`src/rtl/apb_cmd_master_pkg.sv`:
```
// Shared types and constants for the APB command master.
// Latency: none (declarations only).
// Backpressure: not applicable.
package apb_cmd_master_pkg;

    localparam int APB_AW = 32;
    localparam int APB_DW = 32;

    // Low address bits that must be zero for a word-aligned transfer
    localparam logic [1:0] ALIGN_MASK = 2'b11;

    typedef enum logic [2:0] {
        IDLE,
        SETUP,
        ACCESS,
        CAPTURE,
        RESP
    } state_t;

    function automatic logic is_misaligned(input logic [APB_AW-1:0] addr);
        return (addr[1:0] & ALIGN_MASK) != 2'b00;
    endfunction

endpackage

```
`src/rtl/apb_cmd_master_if.sv`:
```
// Command, response and APB signal bundle between the requester and its neighbours.
// Latency: none (wires only).
// Backpressure: cmd_valid/cmd_ready and rsp_valid/rsp_ready; pready only when APB_PREADY_EN is defined.
interface apb_cmd_master_if;
    import apb_cmd_master_pkg::*;

    logic              cmd_valid;
    logic              cmd_ready;
    logic              cmd_write;
    logic [APB_AW-1:0] cmd_addr;
    logic [APB_DW-1:0] cmd_wdata;

    logic              rsp_valid;
    logic              rsp_ready;
    logic [APB_DW-1:0] rsp_rdata;
    logic              rsp_err;

    logic [APB_AW-1:0] paddr;
    logic [APB_DW-1:0] pwdata;
    logic              psel;
    logic              penable;
    logic              pwrite;
    logic [APB_DW-1:0] prdata;
`ifdef APB_PREADY_EN
    logic              pready;
`endif

    modport master (
        output cmd_ready, rsp_valid, rsp_rdata, rsp_err,
        output paddr, pwdata, psel, penable, pwrite,
        input  cmd_valid, cmd_write, cmd_addr, cmd_wdata, rsp_ready, prdata
`ifdef APB_PREADY_EN
        , input pready
`endif
    );

    modport slave (
        input  cmd_ready, rsp_valid, rsp_rdata, rsp_err,
        input  paddr, pwdata, psel, penable, pwrite,
        output cmd_valid, cmd_write, cmd_addr, cmd_wdata, rsp_ready, prdata
`ifdef APB_PREADY_EN
        , output pready
`endif
    );

endinterface

```
`src/rtl/apb_timeout_cnt.sv`:
```
// 8-bit saturating cycle counter with clear, enable and terminal-count flag.
// Latency: tc is combinational from the current count and enable.
// Backpressure: none; counts whenever enabled.
module apb_timeout_cnt #(
    parameter int TC = 15
) (
    input  logic pclk,
    input  logic presetn,
    input  logic clr,
    input  logic en,
    output logic tc
);

    localparam logic [7:0] TC_V = 8'(TC);

    logic [7:0] cnt_q;

    // Count enabled cycles, restarting from zero whenever cleared
    always_ff @(posedge pclk or negedge presetn) begin
        if (!presetn) begin
            cnt_q <= 8'd0;
        end else if (clr) begin
            cnt_q <= 8'd0;
        end else if (en && (cnt_q != 8'hFF)) begin
            cnt_q <= cnt_q + 8'd1;
        end
    end

    assign tc = en && (cnt_q == TC_V);

endmodule

```
`src/rtl/apb_cmd_master.sv`:
```
// One-at-a-time APB requester: command in, one APB transfer, one response out (APB_PREADY_EN adds wait states/timeout).
// Latency: accept to rsp_valid = 3 cycles write, 3+RD_CAPTURE read, 1 misaligned.
// Backpressure: cmd_ready only in IDLE; RESP holds all outputs until rsp_ready.
module apb_cmd_master
    import apb_cmd_master_pkg::*;
#(
    parameter int RD_CAPTURE = 1,
    parameter int TIMEOUT    = 16
) (
    input  logic             pclk,
    input  logic             presetn,
    apb_cmd_master_if.master bus
);

    if ((RD_CAPTURE < 0) || (RD_CAPTURE > 3)) begin : g_bad_rd_capture
        $error("RD_CAPTURE out of range 0..3");
    end
    if ((TIMEOUT < 2) || (TIMEOUT > 255)) begin : g_bad_timeout
        $error("TIMEOUT out of range 2..255");
    end

    // CAPTURE counts down from this value to zero
    localparam logic [1:0] CAP_LAST = (RD_CAPTURE > 0) ? 2'(RD_CAPTURE - 1) : 2'd0;

    state_t            state_q, state_d;
    logic [1:0]        cap_cnt_q, cap_cnt_d;
    logic [APB_AW-1:0] paddr_q;
    logic [APB_DW-1:0] pwdata_q;
    logic              pwrite_q;
    logic [APB_DW-1:0] rdata_q, rdata_d;
    logic              err_q, err_d;
    logic              psel_q, penable_q, cmd_ready_q, rsp_valid_q;
    logic              accept;
    logic              access_done;
    logic              access_tmo;

    assign accept = bus.cmd_valid && cmd_ready_q;

`ifdef APB_PREADY_EN
    logic tmo_tc;

    apb_timeout_cnt #(
        .TC (TIMEOUT - 1)
    ) u_timeout_cnt (
        .pclk    (pclk),
        .presetn (presetn),
        .clr     (state_q != ACCESS),
        .en      (state_q == ACCESS),
        .tc      (tmo_tc)
    );

    assign access_done = bus.pready;
    assign access_tmo  = !bus.pready && tmo_tc;
`else
    assign access_done = 1'b1;
    assign access_tmo  = 1'b0;
`endif

    // FSM state register
    always_ff @(posedge pclk or negedge presetn) begin
        if (!presetn) begin
            state_q <= IDLE;
        end else begin
            state_q <= state_d;
        end
    end

    // Next state, capture countdown and response contents
    always_comb begin
        state_d   = state_q;
        cap_cnt_d = cap_cnt_q;
        rdata_d   = rdata_q;
        err_d     = err_q;
        case (state_q)
            IDLE: begin
                if (accept) begin
                    rdata_d = '0;
                    if (is_misaligned(bus.cmd_addr)) begin
                        err_d   = 1'b1;
                        state_d = RESP;
                    end else begin
                        err_d   = 1'b0;
                        state_d = SETUP;
                    end
                end
            end
            SETUP: begin
                state_d = ACCESS;
            end
            ACCESS: begin
                if (access_tmo) begin
                    err_d   = 1'b1;
                    rdata_d = '0;
                    state_d = RESP;
                end else if (access_done) begin
                    if (pwrite_q) begin
                        state_d = RESP;
                    end else if (RD_CAPTURE == 0) begin
                        rdata_d = bus.prdata;
                        state_d = RESP;
                    end else begin
                        cap_cnt_d = CAP_LAST;
                        state_d   = CAPTURE;
                    end
                end
            end
            CAPTURE: begin
                if (cap_cnt_q == 2'd0) begin
                    rdata_d = bus.prdata;
                    state_d = RESP;
                end else begin
                    cap_cnt_d = cap_cnt_q - 2'd1;
                end
            end
            RESP: begin
                if (bus.rsp_ready) begin
                    state_d = IDLE;
                end
            end
            default: begin
                state_d = IDLE;
            end
        endcase
    end

    // Datapath and registered outputs; control outputs decode the next state so they are flop-driven
    always_ff @(posedge pclk or negedge presetn) begin
        if (!presetn) begin
            cap_cnt_q   <= 2'd0;
            paddr_q     <= '0;
            pwdata_q    <= '0;
            pwrite_q    <= 1'b0;
            rdata_q     <= '0;
            err_q       <= 1'b0;
            psel_q      <= 1'b0;
            penable_q   <= 1'b0;
            cmd_ready_q <= 1'b0;
            rsp_valid_q <= 1'b0;
        end else begin
            cap_cnt_q   <= cap_cnt_d;
            rdata_q     <= rdata_d;
            err_q       <= err_d;
            if (accept) begin
                paddr_q  <= bus.cmd_addr;
                pwdata_q <= bus.cmd_wdata;
                pwrite_q <= bus.cmd_write;
            end
            psel_q      <= (state_d == SETUP) || (state_d == ACCESS);
            penable_q   <= (state_d == ACCESS);
            cmd_ready_q <= (state_d == IDLE);
            rsp_valid_q <= (state_d == RESP);
        end
    end

    assign bus.cmd_ready = cmd_ready_q;
    assign bus.rsp_valid = rsp_valid_q;
    assign bus.rsp_rdata = rdata_q;
    assign bus.rsp_err   = err_q;
    assign bus.paddr     = paddr_q;
    assign bus.pwdata    = pwdata_q;
    assign bus.psel      = psel_q;
    assign bus.penable   = penable_q;
    assign bus.pwrite    = pwrite_q;

endmodule
```
`src/flat_wrapper.sv`:
```
// flat-port wrapper written by rule: the top's interface ports become plain ports
module apb_cmd_master_flat import apb_cmd_master_pkg::*;
#(
    parameter int RD_CAPTURE = 1,
    parameter int TIMEOUT    = 16
)
  (pclk, presetn, bus_cmd_ready, bus_rsp_valid, bus_rsp_rdata, bus_rsp_err, bus_paddr, bus_pwdata, bus_psel, bus_penable, bus_pwrite, bus_cmd_valid, bus_cmd_write, bus_cmd_addr, bus_cmd_wdata, bus_rsp_ready, bus_prdata);
  apb_cmd_master_if bus_i ();
  input  logic pclk;
  input  logic presetn;
  output wire logic [$bits(bus_i.cmd_ready)-1:0] bus_cmd_ready;
  output wire logic [$bits(bus_i.rsp_valid)-1:0] bus_rsp_valid;
  output wire logic [$bits(bus_i.rsp_rdata)-1:0] bus_rsp_rdata;
  output wire logic [$bits(bus_i.rsp_err)-1:0] bus_rsp_err;
  output wire logic [$bits(bus_i.paddr)-1:0] bus_paddr;
  output wire logic [$bits(bus_i.pwdata)-1:0] bus_pwdata;
  output wire logic [$bits(bus_i.psel)-1:0] bus_psel;
  output wire logic [$bits(bus_i.penable)-1:0] bus_penable;
  output wire logic [$bits(bus_i.pwrite)-1:0] bus_pwrite;
  input wire logic [$bits(bus_i.cmd_valid)-1:0] bus_cmd_valid;
  input wire logic [$bits(bus_i.cmd_write)-1:0] bus_cmd_write;
  input wire logic [$bits(bus_i.cmd_addr)-1:0] bus_cmd_addr;
  input wire logic [$bits(bus_i.cmd_wdata)-1:0] bus_cmd_wdata;
  input wire logic [$bits(bus_i.rsp_ready)-1:0] bus_rsp_ready;
  input wire logic [$bits(bus_i.prdata)-1:0] bus_prdata;
  assign bus_cmd_ready = bus_i.cmd_ready;
  assign bus_rsp_valid = bus_i.rsp_valid;
  assign bus_rsp_rdata = bus_i.rsp_rdata;
  assign bus_rsp_err = bus_i.rsp_err;
  assign bus_paddr = bus_i.paddr;
  assign bus_pwdata = bus_i.pwdata;
  assign bus_psel = bus_i.psel;
  assign bus_penable = bus_i.penable;
  assign bus_pwrite = bus_i.pwrite;
  assign bus_i.cmd_valid = bus_cmd_valid;
  assign bus_i.cmd_write = bus_cmd_write;
  assign bus_i.cmd_addr = bus_cmd_addr;
  assign bus_i.cmd_wdata = bus_cmd_wdata;
  assign bus_i.rsp_ready = bus_rsp_ready;
  assign bus_i.prdata = bus_prdata;
  apb_cmd_master #(.RD_CAPTURE(RD_CAPTURE), .TIMEOUT(TIMEOUT)) u_core (.pclk(pclk), .presetn(presetn), .bus(bus_i));
endmodule
```
`config.mk`:
```
export PLATFORM = sky130hd
export DESIGN_NAME = apb_cmd_master_flat
export DESIGN_NICKNAME = d
export VERILOG_FILES = /design/src/rtl/apb_cmd_master_pkg.sv /design/src/rtl/apb_cmd_master_if.sv /design/src/rtl/apb_timeout_cnt.sv /design/src/rtl/apb_cmd_master.sv /design/src/flat_wrapper.sv
export SDC_FILE = /design/constraint.sdc
export NUM_CORES = 1
export LEC_CHECK = 0
export ABC_AREA = 1
export CAP_MARGIN = 20
export CORE_MARGIN = 5
export CORE_UTILIZATION = 40
export DETAILED_ROUTE_END_ITERATION = 12
export GPL_TIMING_DRIVEN = 0
export PLACE_DENSITY = 0.79
export SYNTH_ARGS = -nofsm -noshare
export SYNTH_HDL_FRONTEND = slang
export SYNTH_HIERARCHICAL = 1
export SYNTH_SLANG_ARGS = --single-unit
```
`constraint.sdc`:
```
create_clock -name pclk -period 1.8 [get_ports pclk]
set_input_delay 0.27 -clock pclk [delete_from_list [all_inputs] [get_ports pclk]]
set_output_delay 0.27 -clock pclk [all_outputs]
set_load 0.02 [all_outputs]
```
[Word-level counts from Yosys, hierarchy flattened]
Index checks and enable logic that the tools add are counted.
Widths: inputs -> output; s select.
Word-level totals
  register bits: 107
  bits of input ports: 101
  logic and storage cells: 47
Operators by class
  $add $sub $neg: 1
  equal/unequal tests: 11
  mux-type cells: 13
  reduce and logical (&&, ||, !) cells: 11
Operators with widths (number)
  $mux 32: 2
  $pmux 32 s2: 1
  $mux 3: 5
  $pmux 3 s5: 1
  $eq 3x2->1 const B: 3
  $eq 3x1->1 const B: 2
  $eq 3x3->1 const B: 2
  $logic_not 3->1: 2
  $reduce_and 3->1: 2
  $reduce_bool 2->1: 3
  $mux 2: 2
  $ne 2x1->1 const B: 2
  $ne 2x2->1 const B: 2
  $pmux 2 s2: 1
  $logic_not 2->1: 1
  $reduce_and 2->1: 1
  $sub 2x1->2 const B: 1
  $logic_and 1x1->1: 1
  $logic_or 1x1->1: 1
  $mux 1: 1

[Logic depth before layout (Yosys ltp)]
  word-level depth: 6
  mapped depth: 7

[Worst setup path before layout]
OpenSTA, ideal clock, no wires.
  path type: register -> register
  start point: register u_core.cmd_ready_q, in the netlist u_core/bus.cmd_ready
  end point: register u_core.paddr_q[0], in the netlist u_core/bus.paddr[0]
  arrival: 1.300 ns
  slack: 0.434 ns
  cell stages (with the launch flop): 6
  buffers on the path: 2
  path through: dfrtp_1 > nand2_1 > clkbuf_1 > buf_1 > nand2_1 > nand2_1
Between the ends
  longest elaborated chain between the ends: 1
RTL lines
  from (decl): line apb_cmd_master.sv:32  | logic psel_q, penable_q, cmd_ready_q, rsp_valid_q;
  from (signal assigned): line apb_cmd_master.sv:150  | cmd_ready_q <= (state_d == IDLE);
  $logic_and 1x1->1: line apb_cmd_master.sv:37  | assign accept = bus.cmd_valid && cmd_ready_q;
  to (signal assigned): line apb_cmd_master.sv:144  | paddr_q <= bus.cmd_addr;
  to (decl): line apb_cmd_master.sv:27  | logic [APB_AW-1:0] paddr_q;
Every way passes these cells.
A chain may end at the register's enable or synchronous reset.

[Worst setup path in the final report]
  start point: register u_core.paddr_q[19], in the netlist u_core/bus.paddr[19]
  end point: output bus_paddr[19]
RTL lines
  to (decl): line flat_wrapper.sv:15  | output wire logic [$bits(bus_i.paddr)-1:0] bus_paddr;
No word-level cell between the ends.

==> metrics.csv <==
stage,metric,value,unit
global_route,grt_pass1_wl,19100,um
finish,syn_to_final_growth,58.2,%
sta,setup-tns-final,0,ns
sta,finClkSkew,0.0112,ns
logic_synthesis,syn_area_per_cell,9.00,um2
clock_tree,post_cts_buffers,0,
finish,fin_cells,819,
global_route,overflow,0,
floorplan,die_x,112,um
power_and_ir_drop,power,0.00919,W
global_route,antenna_found_initial,0,
power_and_ir_drop,ir_worst_vdd,0.869,mV
floorplan,core,10200,um2
clock_tree,numCtsBuffers,9,
sta,tightest_slew,0.632,ns
worst_setup_path,cp_top_family,buffers and inverters,
worst_setup_path,critPathLaunchType,register,
worst_setup_path,max_stage_delay,0.63,ns
logic_synthesis,seq_area_frac_synth,64.3,%
floorplan,initial_core_util,40.7,%
worst_setup_path,crit_cells,1,
clock_tree,clkSinkCount,107,
worst_setup_path,cpMaxStageDelayCell,clkdlybuf4s50_1,
drt,postRouteAntennaNets,0,
placed_design,gp_congestion,0.789,
worst_hold_path,whs_path_depth,3,
worst_setup_path,crit_chain,clkdlybuf4s50_1,
placed_design,postPlaceCellArea,6380,um2
floorplan,rows,37,
clock_tree,root_buffer,clkbuf_8,
placed_design,place_inst,802,
sta,setup_viol,0,
clock_tree,htreeDepth,3,
logic_synthesis,syn-num-nets,565,
clock_tree,clkSlewWorstSetupHoldPaths,0.11,ns
finish,final_cell_mix,"nand2_1 (205), clkdlybuf4s50_1 (201), dfrtp_1 (107)",
logic_synthesis,ys_warn_count,6,
worst_setup_path,cp.arrival,1.38,ns
finish,nNetsFinal,780,
drt,drc,0,
sta,final-hold-violation-count,0,
sta,rsz0062_at_grt,no,
drt,first_iter_violations,240,
clock_tree,clock_latency,0.36,ns
clock_tree,clock_path_buffers,2,
drt,wl,11800,um
global_route,grt_max_degree,61,
worst_hold_path,hp-class,in -> reg,
worst_setup_path,critPathKind,reg -> out,
drt,vias,3815,
logic_synthesis,syn_area,4170,um2
floorplan,die_h,112,um
drt,firstDrtPassIters,4,
run,maxCapViolCount,0,
drt,drt-wirelength-per-cell,14.4,um
power_and_ir_drop,leakage,3.11,nW
floorplan,ioPinCount,203,
logic_synthesis,syn_inst,463,
finish,fillers,852,
clock_tree,cts_tree,built,
worst_setup_path,path_max_fanout,2,
drt,viasPerCell,4.66,
sta,fmax,0.608,GHz
finish,postLayoutCellArea,6590,um2
worst_setup_path,crit_buf_inv,1,
power_and_ir_drop,p_per_area,1390,nW/um2
finish,drive_gt1_share,4.69,%
sta,holdWs,0.419,ns
worst_setup_path,crit_required,1.53,ns
worst_setup_path,critPathCaptureType,output pin,
sta,period_needed,1.65,ns
floorplan,die_area,12600,um2
placed_design,port-buffer-count,202,
global_route,grt_usage,18.6,%
logic_synthesis,yosysUniqueCellTypes,18,
finish,final_common_cell,nand2_1,
sta,slew_headroom,57.9,%
worst_setup_path,r2r_cells,6,
sta,maxSlewViolCount,0,
logic_synthesis,ys_ff_latch,107,
global_route,grt_pass1_vias,3900,
run_status,status,"finished, final reports clean",
finish,n_antenna_cell,0,
sta,fin_crit_sh,91.4,%
placed_design,dp_hpwl,8940,um
## state kept, by name, indices dropped and copies added (netlist names), 2 cells and up
register	count
u_core/cap_cnt_q	2
u_core/bus.pwdata	32
u_core/bus.rsp_rdata	32
u_core/bus.paddr	32
u_core/state_q	3
## per-stage QoR
step,utilization (%),setup slack (ns)
floorplan,-,0.434
global route,64.4,0.0890
CTS,64.4,0.132
global placement,62.1,-3.54
finish,64.4,0.154
detailed placement,62.4,-0.142
## final timing paths
kind	slack, ns	to	from
min in group asynchronous	0.46	u_core/bus.pwdata[12]	presetn
worst max-delay path	0.15	bus_paddr[19]	u_core/bus.paddr[19]
worst min register to register	0.49	u_core/bus.paddr[28]	u_core/bus.paddr[28]
worst max register to register	0.21	u_core/bus.rsp_rdata[4]	u_core/state_q[1]
worst min-delay path	0.42	u_core/bus.pwdata[15]	bus_cmd_wdata[15]
max in group asynchronous	0.65	u_core/bus.paddr[15]	presetn
## layout make-up
class | count | area [um2] | share of cell area (%)
multi-input cells | 293 | 1240 | 18.8
well taps | 136 | 170 | 2.58
clock buffers | 11 | 151 | 2.30
inverters | 40 | 150 | 2.28
repair buffers | 204 | 2060 | 31.2
flip-flops and latches | 107 | 2680 | 40.6
plain buffers | 23 | 100 | 1.52
clock inverters | 5 | 45.0 | 0.684
## cell usage after synthesis
cell | count | area, um2
buf_1 | 2 | 7.51
buf_2 | 10 | 50.1
clkbuf_1 | 11 | 41.3
dfrtp_1 | 107 | 2680
ha_1 | 1 | 12.5
inv_1 | 40 | 150
nand2_1 | 205 | 769
nand2_2 | 1 | 6.26
nand3_1 | 37 | 185
nand3b_1 | 2 | 15.0
nand4_1 | 2 | 12.5
nor2_1 | 6 | 22.5
nor2_4 | 1 | 11.3
nor3_1 | 1 | 5.00
o21a_1 | 1 | 7.51
o21ai_0 | 7 | 35.0
o21ai_1 | 28 | 140
o21ai_4 | 1 | 16.3
## worst register-to-register path, cell delays in order, from the launching register on
cell,delay [ns]
dfrtp_1,0.43
nor2_1,0.20
nand2_1,0.13
o21ai_4,0.27
buf_2,0.28
nand3_1,0.11
o21ai_1,0.11
## per-layer routing
| metal | track usage, % | vias up | share of wire, % |
|---|---|---|---|
| met2 | 31.7 | 157 | 49 |
| met3 | 5.77 | 22 | 7.9 |
| met5 | 0 | - | 0 |
| met1 | 22.3 | 1780 | 41 |
| li1 | - | 1856 | - |
| met4 | 6.49 | 0 | 2.5 |
## what timing repair did
action / 4_1_cts / 5_1_grt
hold buffers: 1 / 0
hold endpoints to repair: 47 / 0
resized for setup: 0 / 2
setup endpoints to repair: 0 / 7
## where the power goes
group          switching, W  internal (W)
Combinational       0.00233       0.00186
Sequential         0.000421       0.00315
Clock              0.000826      0.000596
Total               0.00357       0.00562
## logic make-up (layout without fill, tap and decap cells)
family                     count (synthesis)  in the layout  share of synthesized area [%]
DFF                                      107            107                           64.3
AOI/OAI and AO/OA                         37             37                           4.78
and+or+nand+nor                          255            255                           24.7
adders and majority gates                  1              1                          0.300
buffers and inverters                     63            283                           5.98
Note: power is estimated with default switching activity, not from simulation.
